$ cat config.mk
export PLATFORM = sky130hd
export DESIGN_NAME = reg_n
export DESIGN_NICKNAME = d
export VERILOG_FILES = /design/src/rtl/reg_pkg.sv /design/src/rtl/reg_n_bit.sv /design/src/rtl/reg_n.sv
export SDC_FILE = /design/constraint.sdc
export NUM_CORES = 1
export LEC_CHECK = 0
export CORE_AREA = 2 2 39 41
export DETAILED_ROUTE_END_ITERATION = 12
export DIE_AREA = 0 0 41 43
export GPL_ROUTABILITY_DRIVEN = 0
export PLACE_DENSITY_LB_ADDON = 0.15
export SYNTH_ARGS = -nofsm -noshare
export SYNTH_HDL_FRONTEND = slang
export SYNTH_SLANG_ARGS = --single-unit
$ cat constraint.sdc
create_clock -name clk -period 0.8 [get_ports clk]
set_input_delay 0.12 -clock clk [delete_from_list [all_inputs] [get_ports clk]]
set_output_delay 0.12 -clock clk [all_outputs]
set_load 0.1 [all_outputs]
$ cat src/rtl/reg_pkg.sv
// Shared definitions for the reg_n storage register family.
//   REG_W_DEFAULT : default data width used when no width is given
//   REG_W_MAX     : widest register the family supports
//   reset_mask()  : trims a reset value to the register width so each flop
//                   can pick its own async clear/preset value
package reg_pkg;

  localparam int REG_W_DEFAULT = 8;
  localparam int REG_W_MAX     = 64;

  // Bits above w are forced to 0. Out-of-range widths are caught by the
  // elaboration check in reg_n, so this only needs to be well defined.
  function automatic logic [REG_W_MAX-1:0] reset_mask(input logic [REG_W_MAX-1:0] val,
                                                      input int                   w);
    logic [REG_W_MAX-1:0] mask;
    mask = '0;
    for (int i = 0; i < REG_W_MAX; i++) begin
      if (i < w) mask[i] = 1'b1;
    end
    return val & mask;
  endfunction

endpackage

$ cat src/rtl/reg_n_bit.sv
// One enabled D flop with asynchronous, active-high reset.
//   clk_i : clock, captures on rising edge
//   rst_i : async reset, forces q_o to RST_BIT
//   en_i  : load enable; anything other than a clean 1 holds the flop
//   d_i   : data in
//   q_o   : registered data out (straight from the flop)
module reg_n_bit
  import reg_pkg::*;
#(
  parameter logic RST_BIT = 1'b0
) (
  input  logic clk_i,
  input  logic rst_i,
  input  logic en_i,
  input  logic d_i,
  output logic q_o
);

  logic q_q;
  logic q_d;

  // An unknown enable falls through to hold in simulation.
  always_comb begin
    q_d = q_q;
    if (en_i) q_d = d_i;
  end

  always_ff @(posedge clk_i or posedge rst_i) begin
    if (rst_i) q_q <= RST_BIT;
    else       q_q <= q_d;
  end

  assign q_o = q_q;

endmodule

$ cat src/rtl/reg_n.sv
// Parameterised n-bit storage register with load enable and async clear.
//   clk  : single clock, all updates on its rising edge
//   rest : async active-high reset, forces q to RESET_VAL at once
//   en   : load enable, sampled at rising clk
//   D    : n-bit parallel data in
//   q    : n-bit registered data out, no combinational path from D/en
// Built as n independent reg_n_bit flops so each bit gets its own
// clear or preset according to RESET_VAL.
module reg_n
  import reg_pkg::*;
#(
  parameter int           n         = REG_W_DEFAULT,
  parameter logic [n-1:0] RESET_VAL = '0
) (
  input  logic         clk,
  input  logic         rest,
  input  logic         en,
  input  logic [n-1:0] D,
  output logic [n-1:0] q
);

  generate
    if (n < 1 || n > REG_W_MAX) begin : g_bad_n
      $fatal(1, "reg_n: width n=%0d outside 1..%0d", n, REG_W_MAX);
    end
  endgenerate

  // Full-width copy of the reset value, indexed per bit below.
  localparam logic [REG_W_MAX-1:0] RST_FULL = reset_mask(REG_W_MAX'(RESET_VAL), n);

  genvar gi;
  generate
    for (gi = 0; gi < n; gi++) begin : g_bit
      reg_n_bit #(
        .RST_BIT (RST_FULL[gi])
      ) u_bit (
        .clk_i (clk),
        .rst_i (rest),
        .en_i  (en),
        .d_i   (D[gi]),
        .q_o   (q[gi])
      );
    end
  endgenerate

`ifndef SYNTHESIS
  // Reset holds q at its reset value.
  a_rst_val : assert property (@(posedge clk) rest |-> q == RESET_VAL);

  // Enabled edge: the captured data shows up one edge later, unless a reset
  // intervened.
  a_load : assert property (@(posedge clk) disable iff (rest)
                            (!rest && en === 1'b1) |=> q == $past(D));

  // Disabled edge: q does not move.
  a_hold : assert property (@(posedge clk) disable iff (rest)
                            (!rest && en === 1'b0) |=> $stable(q));

  // Enable must be a clean level whenever it matters.
  a_en_known : assert property (@(posedge clk) !rest |-> !$isunknown(en));
`endif

endmodule

[Yosys cells after proc, flatten, opt, wreduce, memory -nomap -nowiden]
Index checks and enable logic that the tools add are counted.
Word-level totals
  flip-flop bits (word level): 8
  input bits: 11
  output and inout port bits: 8
  word-level logic and storage cells: 8

[Logic depth before layout (Yosys ltp)]
  depth after elaboration: 0
  mapped depth: 2
  gate-level depth less buffers: 1

[Modules after synthesis]
From an unflattened synthesis, not the netlist that was laid out.
Second synthesis, totals
  cells, all modules: 24
  area, all modules: 350.3 µm²
Modules (own cells, without submodules)
  reg_n_bit: instances 8, cells an instance 3, area each 43.8 µm², seq. area each 25.0 µm²

[Least setup slack after synthesis]
No wires, ideal clock.
  path type: register -> register
  start point: register, netlist name g_bit[0].u_bit.q_o
  end point: register g_bit[0].u_bit.q_q
  setup time: 0.125 ns
  data arrival time: 0.604 ns
  slack: 0.071 ns
  cell stages (with the launch flop): 2
  buffers on the path: 0
  clock period less this slack: 0.729 ns
  cells stage by stage: dfrtp_1 -> mux2_4
RTL lines
  end signal: assignment: RTL line reg_n_bit.sv:30  | else q_q <= q_d;
  end: declaration: RTL line reg_n_bit.sv:19  | logic q_q;

[Worst setup path in the final report]
  start point: register g_bit[2].u_bit.q_q
  end point: output port q[2]
RTL lines
  start: declaration: RTL line reg_n_bit.sv:19
  start signal: assignment: RTL line reg_n_bit.sv:30
  end: declaration: RTL line reg_n.sv:19  | output logic [n-1:0] q
No word-level cell between the ends.

==> results.md <==
* Worst r2r dst: g_bit[4].u_bit.q_o
* WP buf/inv at 2
* Antenna cells at 0
* Fin Clk Skew at 0 ps
* First-pass GRT wire length at 1304 um
* Worst-path clk slew at 50 ps
* Vias in the first global route at 314
* Total track usage at 11.26%
* Placeable Area at 1384 um2
* Initial antenna violation count at 0
* Slew Viols, Final at 0
* Die height at 43 um
* Setup crit end kind: output port
* VDD IR max at 834.5 uV
* PnR worst setup slack at -247.7 ps
* Cell family with most CP delay: flip-flops
* Status: complete, but fails checks
* P&R area growth vs syn at 100.9%
* Clk sinks at 8
* Synth Register Bits at 8
* Worst reg2reg path depth at 2
* Cell Area, Synth at 395.4 um2
* Final hold violations at 0
* HP Class: in -> async
* Worst Setup EP: q[2]
* Clock Latency Late Sink at 240 ps
* Die X at 41 um
* Fmax at 0.9544 GHz
* Largest net degree at the start of global routing at 9
* Worst r2r src: g_bit[4].u_bit.q_o
* IO buf count at 18
* Starting DRT DRC Count at 0
* I/O pins at 19
* Clock Tree Buf Depth at 2
* Max incr delay on CP at 400 ps
* Post-Route Utilization at 57.41%
* Syn Inst Count at 26
* Share of cells above drive strength 1 at 64.81%
* Drt total wl at 799 um
* Synth Warn # at 0
* WS Path Type: reg -> out
* Antenna Nets Post-Route at 0
* R2r setup slk at -110 ps
* Via density per instance at 4.071
* Count of final setup violators at 14
* Clock Tree Root: clkbuf_4
* Initial Util at 28.57%
* Failing checks: setup timing
* Max H-tree Level at 1
* WP depth at 2
* CP Launch Type: flip-flop
* Relative slew slack at 79.87%
* Slowest-stage cell, CP: dfrtp_1
* Minimum clock period at 1048 ps
* Worst Path Max Fanout at 2
* CTS tree: yes
* Arrival @ worst endpoint at 930 ps
* Distinct cells, synth at 5
* Final routed DRC violation total at 0
* Final nets at 67
* GRT overflow at 0
* Pwr dens at 1976 nW/um2
* Seq/Total Area, Yosys at 50.63%
* Unrepaired setup endpoints after global routing: true
* Die area at 1763 um2
* Syn nets at 37
* Hold_buf cts at 0
* Worst-margin pin slew at 301.6 ps
* Rows at 14
* DR WL/cell at 11.41 um
* Syn avg cell area at 15.21 um2
* Max FFs per register at 8
* Via count at 285
* Crit. Startpoint: g_bit[2].u_bit.q_o
* DRT Pass-1 Iters at 1
* Fin crit share at 131.0%
* Crit-path cells: buf_6, buf_12
* Leakage at 0.0003869 uW
* Setup tns final at -2453 ps
* Worst endpoint required time at 680 ps
* CTS buffer count at 3
* Max-cap violations at 0
-- area by class of cell --
cell class                      count  area, um2
Tap cell                           16      20.02
Sequential cell                     8      200.2
Multi-Input combinational cell      8      120.1
Timing Repair Buffer               34      427.9
Clock buffer                        3      22.52
Fill cell                         120      589.3
Inverter                            1      3.754
-- layout by cell type, fill, tap and decap left out, drive strengths merged --
master / synthesis / layout
inv: 1 / 1
clkbuf: 0 / 3
clkdlybuf4s50: 0 / 9
buf: 9 / 24
dfrtp: 8 / 8
dlygate4sd2: 0 / 1
mux2: 8 / 8
-- worst register-to-register path, stage by stage, from the launching register on --
cell and delay (ps):
dfrtp_1 400, buf_4 140, mux2_4 260
-- how the worst min path moves through the flow --
stage / start / endpoint / slack (ps)
global placement: rest / g_bit[0].u_bit.q_o / 390
finish: rest / g_bit[6].u_bit.q_o / 110
detailed placement: rest / g_bit[5].u_bit.q_o / 390
floorplan: rest / g_bit[0].u_bit.q_o / -60
CTS: rest / g_bit[6].u_bit.q_o / 120
global route: rest / g_bit[6].u_bit.q_o / 150
-- cells in the mapped netlist --
cell | count | area [um2]
buf_4 | 8 | 60.06
buf_6 | 1 | 11.26
dfrtp_1 | 8 | 200.2
inv_1 | 1 | 3.750
mux2_4 | 8 | 120.1
-- routing by layer --
metal	wire length, um	vias up	global-route usage, %
met5	0	-	0
met3	50	0	3.141
met2	442	11	18.13
met4	0	0	6.000
li1	-	134	-
met1	306	140	12.62
-- metrics by stage --
stage | instances | power [uW] | cell area (um2) | setup slack (ps) | hold WS (ps)
3_3_place_gp | 61 | 1180 | 679.4 | -364.6 | 386.3
3_5_place_dp | 61 | 1185 | 679.4 | -375.0 | 387.0
5_1_grt | 70 | 1645 | 794.5 | -277.0 | 145.9
6_report | 70 | 1570 | 794.5 | -247.7 | 114.6
2_1_floorplan | 26 | 924.9 | 395.4 | 70.59 | -64.34
4_1_cts | 68 | 1562 | 768.2 | -251.1 | 123.4
-- power breakdown --
part           leakage [uW]  total [uW]  switching, uW  internal (uW)
Sequential        0.0000935         480           33.7            446
Combinational      0.000280         791            404            386
Clock             0.0000138         300            129            171
-- cell families after synthesis --
kind of cell	synth area share, %
mux	30.38
flops	50.63
buf+inv	18.99
-- what timing repair did --
action | 4_1_cts | 5_1_grt
endpoints found under the setup margin | 16 | 13
hold endpoints to repair | 0 | 0
resized for setup | 11 | 3
buffers inserted | 4 | 5
gates cloned | 0 | 0
No activity file was read; power rests on OpenSTA's default activity.
